===== src/rtl/mio_pkg.sv =====
// Shared definitions for the CPU memory/IO bus responder.
// Contents: address-map region codes and register offsets, FSM state enum,
// access-target enum, timer register selector, control bit indices and
// small decode helpers used by the responder and its timer.
package mio_pkg;

   // Upper address nibble selecting the on-block peripheral regions.
   localparam logic [3:0] REGION_GPIO  = 4'hE;
   localparam logic [3:0] REGION_TIMER = 4'hF;

   // Byte offsets inside a region (addr_in[27:0]).
   localparam logic [27:0] OFF_LED  = 28'h000_0000;
   localparam logic [27:0] OFF_SW   = 28'h000_0004;
   localparam logic [27:0] OFF_TVAL = 28'h000_0000;
   localparam logic [27:0] OFF_TCMP = 28'h000_0004;
   localparam logic [27:0] OFF_TCTL = 28'h000_0008;

   // Timer control/status bit positions.
   localparam int CTL_ENABLE  = 0;
   localparam int CTL_PENDING = 1;

   typedef enum logic [1:0] {
      IDLE,
      ACCESS,
      WAIT,
      DONE
   } mio_state_t;

   typedef enum logic [1:0] {
      TGT_RAM,
      TGT_GPIO,
      TGT_TIMER
   } mio_target_t;

   typedef enum logic [1:0] {
      TREG_NONE,
      TREG_VAL,
      TREG_CMP,
      TREG_CTL
   } timer_reg_t;

   // Map the upper address nibble to the access target; everything that is
   // not a peripheral region belongs to RAM.
   function automatic mio_target_t decode_target(input logic [3:0] region);
      mio_target_t t;
      case (region)
         REGION_GPIO:  t = TGT_GPIO;
         REGION_TIMER: t = TGT_TIMER;
         default:      t = TGT_RAM;
      endcase
      return t;
   endfunction

   // Compare a latched word offset (addr[27:2]) with a byte offset constant.
   function automatic logic offset_match(input logic [25:0] word_off,
                                         input logic [27:0] byte_off);
      return ({word_off, 2'b00} == byte_off);
   endfunction

endpackage


===== src/rtl/mio_bus_responder_if.sv =====
// CPU memory/IO bus between the CPU core (master) and the responder (slave).
// Handshake: the master raises CPU_MIO with mem_w/addr_in/wdata_in stable; the
// slave samples them only while idle, ignores the request lines afterwards and
// answers with MIO_ready high for exactly one cycle. For reads, rdata_out is
// valid in the MIO_ready cycle and holds until the next read completes.
// Signals: CPU_MIO, mem_w, addr_in[31:0], wdata_in[31:0] (master -> slave);
//          rdata_out[31:0], MIO_ready (slave -> master).
interface mio_bus_responder_if;
   logic        CPU_MIO;
   logic        mem_w;
   logic [31:0] addr_in;
   logic [31:0] wdata_in;
   logic [31:0] rdata_out;
   logic        MIO_ready;

   modport master (
      output CPU_MIO, mem_w, addr_in, wdata_in,
      input  rdata_out, MIO_ready
   );

   modport slave (
      input  CPU_MIO, mem_w, addr_in, wdata_in,
      output rdata_out, MIO_ready
   );
endinterface


===== src/rtl/mio_timer.sv =====
// Free-running 32-bit timer with compare match and sticky pending flag.
// Ports: clk, reset (async, active high); we/sel/wdata register write port;
// rdata combinational read of the selected register; int_out = pending.
// Control register: bit0 enable (RW), bit1 pending (write 1 to clear).
module mio_timer
   import mio_pkg::*;
(
   input  logic        clk,
   input  logic        reset,
   input  logic        we,
   input  timer_reg_t  sel,
   input  logic [31:0] wdata,
   output logic [31:0] rdata,
   output logic        int_out
);

   logic [31:0] value;
   logic [31:0] compare;
   logic        enable;
   logic        pending;
   logic        match_set;
   logic        w1c;

   assign match_set = enable && (value == compare);
   assign w1c       = we && (sel == TREG_CTL) && wdata[CTL_PENDING];

   always_ff @(posedge clk or posedge reset) begin
      if (reset) begin
         value   <= '0;
         compare <= 32'hFFFF_FFFF;
         enable  <= 1'b0;
         pending <= 1'b0;
      end else begin
         // A CPU write to the value register overrides the increment.
         if (we && (sel == TREG_VAL))
            value <= wdata;
         else if (enable)
            value <= value + 32'd1;

         if (we && (sel == TREG_CMP))
            compare <= wdata;

         if (we && (sel == TREG_CTL))
            enable <= wdata[CTL_ENABLE];

         // A match in the same cycle as a clear keeps the flag set.
         if (match_set)
            pending <= 1'b1;
         else if (w1c)
            pending <= 1'b0;
      end
   end

   always_comb begin
      rdata = '0;
      case (sel)
         TREG_VAL: rdata = value;
         TREG_CMP: rdata = compare;
         TREG_CTL: rdata = {30'd0, pending, enable};
         default:  rdata = '0;
      endcase
   end

   assign int_out = pending;

endmodule


===== src/rtl/mio_bus_responder.sv =====
// Slave end of the CPU memory/IO bus. Latches one request at a time, routes it
// to the data RAM, the GPIO registers (LED, switches) or the timer, and
// returns read data with a one-cycle MIO_ready completion pulse.
// Ports: clk, reset (async, active high); bus (slave modport of the CPU bus);
// ram_addr/ram_din/ram_we/ram_dout RAM side; switches in; led_out register;
// INT timer interrupt level; state_dbg current FSM state.
// RAM read timing: ram_dout is sampled at the end of the RAM_LATENCY-th cycle,
// counting the ACCESS cycle (first cycle ram_addr is presented) as cycle one.
module mio_bus_responder
   import mio_pkg::*;
#(
   parameter int RAM_AW      = 10,
   parameter int RAM_LATENCY = 2
)
(
   input  logic                clk,
   input  logic                reset,
   mio_bus_responder_if.slave  bus,
   output logic [RAM_AW-1:0]   ram_addr,
   output logic [31:0]         ram_din,
   output logic                ram_we,
   input  logic [31:0]         ram_dout,
   input  logic [15:0]         switches,
   output logic [15:0]         led_out,
   output logic                INT,
   output mio_state_t          state_dbg
);

   localparam int CNT_W = (RAM_LATENCY > 1) ? $clog2(RAM_LATENCY) : 1;

   mio_state_t   state, state_next;
   logic [CNT_W-1:0] cnt, cnt_next;

   // Request latched in IDLE; the bus lines are not looked at again until DONE.
   mio_target_t  tgt_l;
   logic         we_l;
   logic [25:0]  off_l;
   logic [31:0]  wdata_l;

   logic         accept;
   logic         capture_ram;
   logic         capture_periph;
   logic         periph_wr;
   logic         led_we;
   logic         timer_we;
   timer_reg_t   timer_sel;
   logic [31:0]  timer_rdata;
   logic [31:0]  periph_rdata;
   mio_target_t  req_tgt;
   logic         unused_addr_bits;

   assign req_tgt          = decode_target(bus.addr_in[31:28]);
   assign unused_addr_bits = ^bus.addr_in[1:0];

   // ---------------- FSM ----------------
   always_ff @(posedge clk or posedge reset) begin
      if (reset) begin
         state <= IDLE;
         cnt   <= '0;
      end else begin
         state <= state_next;
         cnt   <= cnt_next;
      end
   end

   always_comb begin
      state_next     = state;
      cnt_next       = cnt;
      accept         = 1'b0;
      capture_ram    = 1'b0;
      capture_periph = 1'b0;
      periph_wr      = 1'b0;
      ram_we         = 1'b0;
      case (state)
         IDLE: begin
            if (bus.CPU_MIO) begin
               accept     = 1'b1;
               state_next = ACCESS;
            end
         end
         ACCESS: begin
            if (tgt_l == TGT_RAM) begin
               if (we_l) begin
                  ram_we     = 1'b1;
                  state_next = DONE;
               end else if (RAM_LATENCY == 1) begin
                  capture_ram = 1'b1;
                  state_next  = DONE;
               end else begin
                  cnt_next   = CNT_W'(RAM_LATENCY - 1);
                  state_next = WAIT;
               end
            end else begin
               if (we_l)
                  periph_wr = 1'b1;
               else
                  capture_periph = 1'b1;
               state_next = DONE;
            end
         end
         WAIT: begin
            cnt_next = cnt - 1'b1;
            // Counter reaching zero on this cycle means ram_dout is valid now.
            if (cnt == CNT_W'(1)) begin
               capture_ram = 1'b1;
               state_next  = DONE;
            end
         end
         DONE: begin
            state_next = IDLE;
         end
         default: begin
            state_next = IDLE;
         end
      endcase
   end

   assign bus.MIO_ready = (state == DONE);
   assign state_dbg     = state;

   // ---------------- Peripheral decode ----------------
   assign led_we   = periph_wr && (tgt_l == TGT_GPIO) && offset_match(off_l, OFF_LED);
   assign timer_we = periph_wr && (tgt_l == TGT_TIMER);

   always_comb begin
      timer_sel = TREG_NONE;
      if (tgt_l == TGT_TIMER) begin
         if (offset_match(off_l, OFF_TVAL))
            timer_sel = TREG_VAL;
         else if (offset_match(off_l, OFF_TCMP))
            timer_sel = TREG_CMP;
         else if (offset_match(off_l, OFF_TCTL))
            timer_sel = TREG_CTL;
      end
   end

   always_comb begin
      periph_rdata = '0;
      if (tgt_l == TGT_GPIO) begin
         if (offset_match(off_l, OFF_LED))
            periph_rdata = {16'd0, led_out};
         else if (offset_match(off_l, OFF_SW))
            periph_rdata = {16'd0, switches};
      end else if (tgt_l == TGT_TIMER) begin
         periph_rdata = timer_rdata;
      end
   end

   // ---------------- Datapath registers ----------------
   always_ff @(posedge clk or posedge reset) begin
      if (reset) begin
         tgt_l         <= TGT_RAM;
         we_l          <= 1'b0;
         off_l         <= '0;
         wdata_l       <= '0;
         ram_addr      <= '0;
         ram_din       <= '0;
         bus.rdata_out <= '0;
         led_out       <= '0;
      end else begin
         if (accept) begin
            tgt_l   <= req_tgt;
            we_l    <= bus.mem_w;
            off_l   <= bus.addr_in[27:2];
            wdata_l <= bus.wdata_in;
            // RAM lines only move for RAM requests so peripheral traffic
            // leaves the RAM interface quiet.
            if (req_tgt == TGT_RAM) begin
               ram_addr <= bus.addr_in[RAM_AW+1:2];
               ram_din  <= bus.wdata_in;
            end
         end
         if (capture_ram)
            bus.rdata_out <= ram_dout;
         else if (capture_periph)
            bus.rdata_out <= periph_rdata;
         if (led_we)
            led_out <= wdata_l[15:0];
      end
   end

   mio_timer u_timer (
      .clk     (clk),
      .reset   (reset),
      .we      (timer_we),
      .sel     (timer_sel),
      .wdata   (wdata_l),
      .rdata   (timer_rdata),
      .int_out (INT)
   );

endmodule


===== src/flat_wrapper.sv =====
// flat-port wrapper written by rule: the top's interface ports become plain ports
module mio_bus_responder_flat import mio_pkg::*;
#(
   parameter int RAM_AW      = 10,
   parameter int RAM_LATENCY = 2
)
  (clk, reset, ram_addr, ram_din, ram_we, ram_dout, switches, led_out, INT, state_dbg, bus_CPU_MIO, bus_mem_w, bus_addr_in, bus_wdata_in, bus_rdata_out, bus_MIO_ready);
  mio_bus_responder_if bus_i ();
  input  logic clk;
  input  logic reset;
  output logic [RAM_AW-1:0] ram_addr;
  output logic [31:0] ram_din;
  output logic ram_we;
  input  logic [31:0] ram_dout;
  input  logic [15:0] switches;
  output logic [15:0] led_out;
  output logic INT;
  output mio_state_t state_dbg;
  input wire logic [$bits(bus_i.CPU_MIO)-1:0] bus_CPU_MIO;
  input wire logic [$bits(bus_i.mem_w)-1:0] bus_mem_w;
  input wire logic [$bits(bus_i.addr_in)-1:0] bus_addr_in;
  input wire logic [$bits(bus_i.wdata_in)-1:0] bus_wdata_in;
  output wire logic [$bits(bus_i.rdata_out)-1:0] bus_rdata_out;
  output wire logic [$bits(bus_i.MIO_ready)-1:0] bus_MIO_ready;
  assign bus_i.CPU_MIO = bus_CPU_MIO;
  assign bus_i.mem_w = bus_mem_w;
  assign bus_i.addr_in = bus_addr_in;
  assign bus_i.wdata_in = bus_wdata_in;
  assign bus_rdata_out = bus_i.rdata_out;
  assign bus_MIO_ready = bus_i.MIO_ready;
  mio_bus_responder #(.RAM_AW(RAM_AW), .RAM_LATENCY(RAM_LATENCY)) u_core (.clk(clk), .reset(reset), .bus(bus_i), .ram_addr(ram_addr), .ram_din(ram_din), .ram_we(ram_we), .ram_dout(ram_dout), .switches(switches), .led_out(led_out), .INT(INT), .state_dbg(state_dbg));
endmodule

===== config.mk =====
export PLATFORM = sky130hd
export DESIGN_NAME = mio_bus_responder_flat
export DESIGN_NICKNAME = d
export VERILOG_FILES = /design/src/rtl/mio_pkg.sv /design/src/rtl/mio_bus_responder_if.sv /design/src/rtl/mio_timer.sv /design/src/rtl/mio_bus_responder.sv /design/src/flat_wrapper.sv
export SDC_FILE = /design/constraint.sdc
export NUM_CORES = 1
export LEC_CHECK = 0
export CORE_MARGIN = 2
export CORE_UTILIZATION = 55
export CTS_CLUSTER_SIZE = 12
export DETAILED_ROUTE_END_ITERATION = 12
export PLACE_DENSITY = 0.89
export SYNTH_ARGS = -nofsm -noshare
export SYNTH_HDL_FRONTEND = slang
export SYNTH_SLANG_ARGS = --single-unit

===== constraint.sdc =====
create_clock -name clk -period 14.5 [get_ports clk]
set_input_delay 3.625 -clock clk [delete_from_list [all_inputs] [get_ports clk]]
set_output_delay 3.625 -clock clk [all_outputs]
set_load 0.01 [all_outputs]

==> reports/metrics.yaml <==
status: "complete, no violations"
post-route-period-util_pct: 42.0
p_leak_nw: 5.65
slowest_stage: "clkdlybuf4s50_1"
fill_cells: 1203
max_stage_delay_ns: 0.61
yosys_warnings: 0
yosysSeqAreaShare_pct: 54.6
timing.fmax_mhz: 164
wire_per_inst_microns: 20.4
powerDensity_nw_per_um2: 176
rr_endpoint: "u_core.bus.rdata_out[15]"
setup_slack_ns: 8.41
die_w_microns: 140
dieHeight_microns: 140
grt_max_degree: 141
portBuffers: 208
syn_inst: 846
crit_family: "buffers and inverters"
yosysMostFrequentCell: "dfrtp_1"
relSlewSlack_pct: 32.6
tightest_slew_ns: 1.01
regToRegSetupSlack_ns: 11.94
synthTopCellsByArea: "dfrtp_1 46%, mux2_2 16%, dfstp_2 8.3%, xor2_1 2.9%, a21oi_1 2.9%"
overflow: 0
first_pass_iters: 6
multi_input_area_sq_um: 4390
skew_ns: 0.0108
rr_worst_depth: 9
nets: 1162
async_reset_ff_share_pct: 100
num_antenna_cells: 0
start_kind: "flop"
synth_nets: 968
grt_usage_pct: 26.5
drc: 0
initial_core_util_pct: 56.4
detail-route-antenna-nets: 0
fin_crit_ns: 6.09
vdd_drop_max_uv: 153
critPathCaptureType: "output port"
yosysUniqueCellTypes: 49
min_path_type: "reg -> reg"
synth_commonest_cells: "188 x dfrtp_1, 141 x mux2_2, 74 x nor2_1"
clkTransAtPathRegs_ns: 0.06
min_from: "u_core.ram_din[29]"
final_cell_area_sq_um: 13200
clock_path_buffers: 3
via_count: 7672
htreeDepth: 1
synth-seq-cells: 220
core_sq_um: 18000
boundaryPins: 211
synth_area_sq_um: 10200
worstPathRequired_ns: 10.88
syn_area_per_cell_sq_um: 12.0
critical_path_buf_inv_count: 2
dp.final_hpwl_mm: 18.2
regArea_sq_um: 5550
maxSlewViolCount: 0
hold-path-endpoint: "u_core.ram_din[29]"
setup_viol: 0
synth_edf_count: 0
power.total_mw: 2.33
cts-hold-fix-buffers: 0
worstSkewPairLatency_ns: 0.51
hold_viol_final: 0
synth_top_area_share_pct: 46.3
cp.arrival_ns: 2.46
gp_congestion: 0.919
numCtsBuffers: 24
ys.flop_type: "dfrtp_1"
min_path_cells: 1
die_area_sq_um: 19600
synthToLayoutAreaGrowth_pct: 30.3
antenna_found_initial: 0
r2r_start: "u_core.state_dbg[1]"
numClockSinks: 220
tritoncts: "built"
grt_pass1_vias: 7674
vias_per_cell: 5.96
yosys.area.top_type: "dfrtp_1"
dpl.cell_count: 1243
postCtsSetupBuffers: 0
setup_tns_ns: 0
drt_wl_total_mm: 26.2
cts_resized: 0
crit_fanout: 6
rsz0062_at_grt: "no"
cp.depth: 5
drtIter0Drc: 638
drive_gt1_share_pct: 23.5
grt_pass1_wl_mm: 41.5
cts_root_buffer: "clkbuf_16"
rows: 49
final_cells: 1287
placed_cell_area_sq_um: 12400
crit_chain: "inv_1 > ha_1 > nand2_1 > nor3_1 > clkdlybuf4s50_1"
path_class: "reg -> out"
dp_slack_ns: 8.52
max_cap_viol_count: 0
==> logic make-up after synthesis <==
group / after synthesis / share of synthesized area, %
compound gates: 133 / 8.03
xor+xnor: 63 / 5.43
fa+ha+maj: 6 / 0.739
buf+inv: 59 / 2.45
flops: 220 / 54.6
mux: 168 / 18.8
simple gates: 197 / 10.0
==> per-layer routing <==
metal / share of wire, % / GRT usage, % / vias to the layer above
li1: - / - / 3464
met1: 42 / 36.9 / 3793
met2: 46 / 41.3 / 366
met3: 10 / 7.35 / 49
met4: 2.2 / 7.32 / 0
met5: 0 / 0 / -
==> state kept, by name (all words and copies together) (netlist names) <==
name and count:
u_core.wdata_l 32, u_core.u_timer.compare 32, u_core.u_timer.value 32, u_core.we_l 1, u_core.u_timer.enable 1, u_core.state_dbg 2, u_core.ram_addr 10, u_core.cnt 1
u_core.off_l 26, u_core.bus.rdata_out 32, u_core.led_out 16, u_core.tgt_l 2, u_core.ram_din 32, u_core.u_timer.int_out 1
==> cell type report <==
cell class,instances,share of cell area (%)
Multi-Input combinational cell,567,33.1
Timing Repair Buffer,221,16.5
Inverter,6,0.227
Tap cell,229,2.16
Clock buffer,41,5.86
Sequential cell,220,41.9
Clock inverter,3,0.302
==> how the worst max path moves through the flow <==
stage | startpoint | endpoint
after floorplan | reset | u_core.bus.rdata_out[0]
after global placement | reset | u_core.wdata_l[30]
after detailed placement | reset | u_core.wdata_l[12]
after CTS | u_core.state_dbg[1] | ram_we
after global routing | u_core.state_dbg[1] | ram_we
final | u_core.state_dbg[1] | ram_we
==> cells in the final DEF, fill, tap and decap left out, types with 7 or more instances in the layout <==
master,synthesis,layout
nor4_1,10,10
a221oi_1,13,13
o22ai_1,18,18
dfrtp_1,188,188
mux2i_1,15,15
dfstp_2,32,32
nor3_1,28,27
nand3_1,17,16
clkdlybuf4s50_1,0,208
clkbuf_8,0,9
a21oi_1,59,59
xor2_1,34,34
mux2_4,10,10
mux2_2,141,141
buf_4,0,13
nand4_1,13,13
clkbuf_1,43,7
clkbuf_16,0,25
o21ai_0,13,13
and3_1,8,8
nand2_1,19,18
xnor2_1,29,29
nor2_1,74,74
a22oi_1,17,17
==> per-stage QoR <==
stage,utilization (%),hold WS (ns)
2_1_floorplan,-,0.477
3_3_place_gp,69.0,0.486
3_5_place_dp,69.0,0.493
4_1_cts,73.5,0.506
5_1_grt,73.5,0.515
6_report,73.5,0.503
==> power breakdown <==
group | leakage, nW | internal (mW) | switching (mW)
clock network | 0.403 | 0.379 | 0.240
registers | 2.64 | 0.812 | 0.151
logic | 2.61 | 0.428 | 0.318
total | 5.65 | 1.62 | 0.708
Note: power is estimated with default switching activity, not from simulation.
==> variant: new RTL, same settings <==
`RAM_LATENCY` is set to 2 in 2 places; all go to 4.
--- a/src/rtl/mio_bus_responder.sv
+++ b/src/rtl/mio_bus_responder.sv
@@ -10,7 +10,7 @@
    import mio_pkg::*;
 #(
    parameter int RAM_AW      = 10,
-   parameter int RAM_LATENCY = 2
+   parameter int RAM_LATENCY = 4
 )
 (
    input  logic                clk,
--- a/src/flat_wrapper.sv
+++ b/src/flat_wrapper.sv
@@ -2,7 +2,7 @@
 module mio_bus_responder_flat import mio_pkg::*;
 #(
    parameter int RAM_AW      = 10,
-   parameter int RAM_LATENCY = 2
+   parameter int RAM_LATENCY = 4
 )
   (clk, reset, ram_addr, ram_din, ram_we, ram_dout, switches, led_out, INT, state_dbg, bus_CPU_MIO, bus_mem_w, bus_addr_in, bus_wdata_in, bus_rdata_out, bus_MIO_ready);
   mio_bus_responder_if bus_i ();
Formal check against the unedited RTL: not equivalent (Yosys sat finds a counterexample within 4 cycles, from zero or initial values and one cycle with reset high).
==> variant against the unedited design <==
Sequential cell count grew 1; cell area up 1.3%; first-iteration DRC count is 19% higher; sequential power rose by 2%; total power shrank 0.57%; wire length grew 1.4%; area after synthesis increased by 2.2%; worst setup slack better by 0.16 ns; cell count is 1.9% higher; worst hold slack got worse by 0.0032 ns; via count rose by 1.5%.
==> variant: results (changes against the unedited design) <==
- Final Skew: 0.00821 ns (was 0.0108 ns)
- Routed length per instance: 20.3 um (was 20.4 um)
- Placement Setup Slack: 8.55 ns (was 8.52 ns)
- Comb power: 736 uW (was 746 uW)
- Layout cell share with drive strength beyond 1: 0.224 (was 0.235)
- Met1 Use GR: 0.377 (was 0.369)
- Clk sinks: 221 (was 220)
- Commonest cells post-synth: dfrtp_1, mux2_2, o21ai_0 (was dfrtp_1, mux2_2, nor2_1)
- Seq area share: 0.415 (was 0.419)
- Post-synthesis compound-gate area fraction: 0.0737 (was 0.0803)
- Status: complete, no violations (unchanged)
- Share of synthesized area spent on multiplexers: 0.199 (was 0.188)
- Avg Vias per Cell: 5.94 (was 5.96)
- Post-layout nets: 1183 (was 1162)
- Metal-1 WL: 11400 um (was 11000 um)
- Worst-path maximum fanout: 5 (was 6)
- Met2 WL: 12300 um (was 12000 um)
- Gr usage total: 0.268 (was 0.265)
- Non-clk buf share: 0.160 (was 0.165)
- Final Wtd Congestion: 0.907 (was 0.919)
- Clkbuf count: 39 (was 41)
- DR iter-0 viols: 761 (was 638)
- Tapcell count: 234 (was 229)
- Distinct cells, synth: 45 (was 49)
- Pwr Density: 173 nW/um^2 (was 176 nW/um^2)
## variant: cell count changes in the layout (fill, tap and decap cells not counted), sizes merged, moves of 17 or more
cell / change
and3: +17
o21ai: +52
nand2: +34
o22ai: -18
nor2: -67
nor3: -22
## variant: final timing paths
kind	startpoint	to	slack, ns	cells past startpoint
worst max-delay path	u_core.state_dbg[1]$_DFFE_PP0P_	ram_we	8.57	5
worst min-delay path	u_core.ram_din[4]$_DFFE_PP0P_	u_core.ram_din[4]$_DFFE_PP0P_	0.50	1
worst max register to register	u_core.off_l[21]$_DFFE_PP0P_	u_core.led_out[13]$_DFFE_PP0P_	11.61	5
worst min register to register	u_core.ram_din[4]$_DFFE_PP0P_	u_core.ram_din[4]$_DFFE_PP0P_	0.50	1
max in group asynchronous	reset	u_core.wdata_l[11]$_DFFE_PP0P_	9.12	3
min in group asynchronous	reset	u_core.ram_din[19]$_DFFE_PP0P_	3.66	2
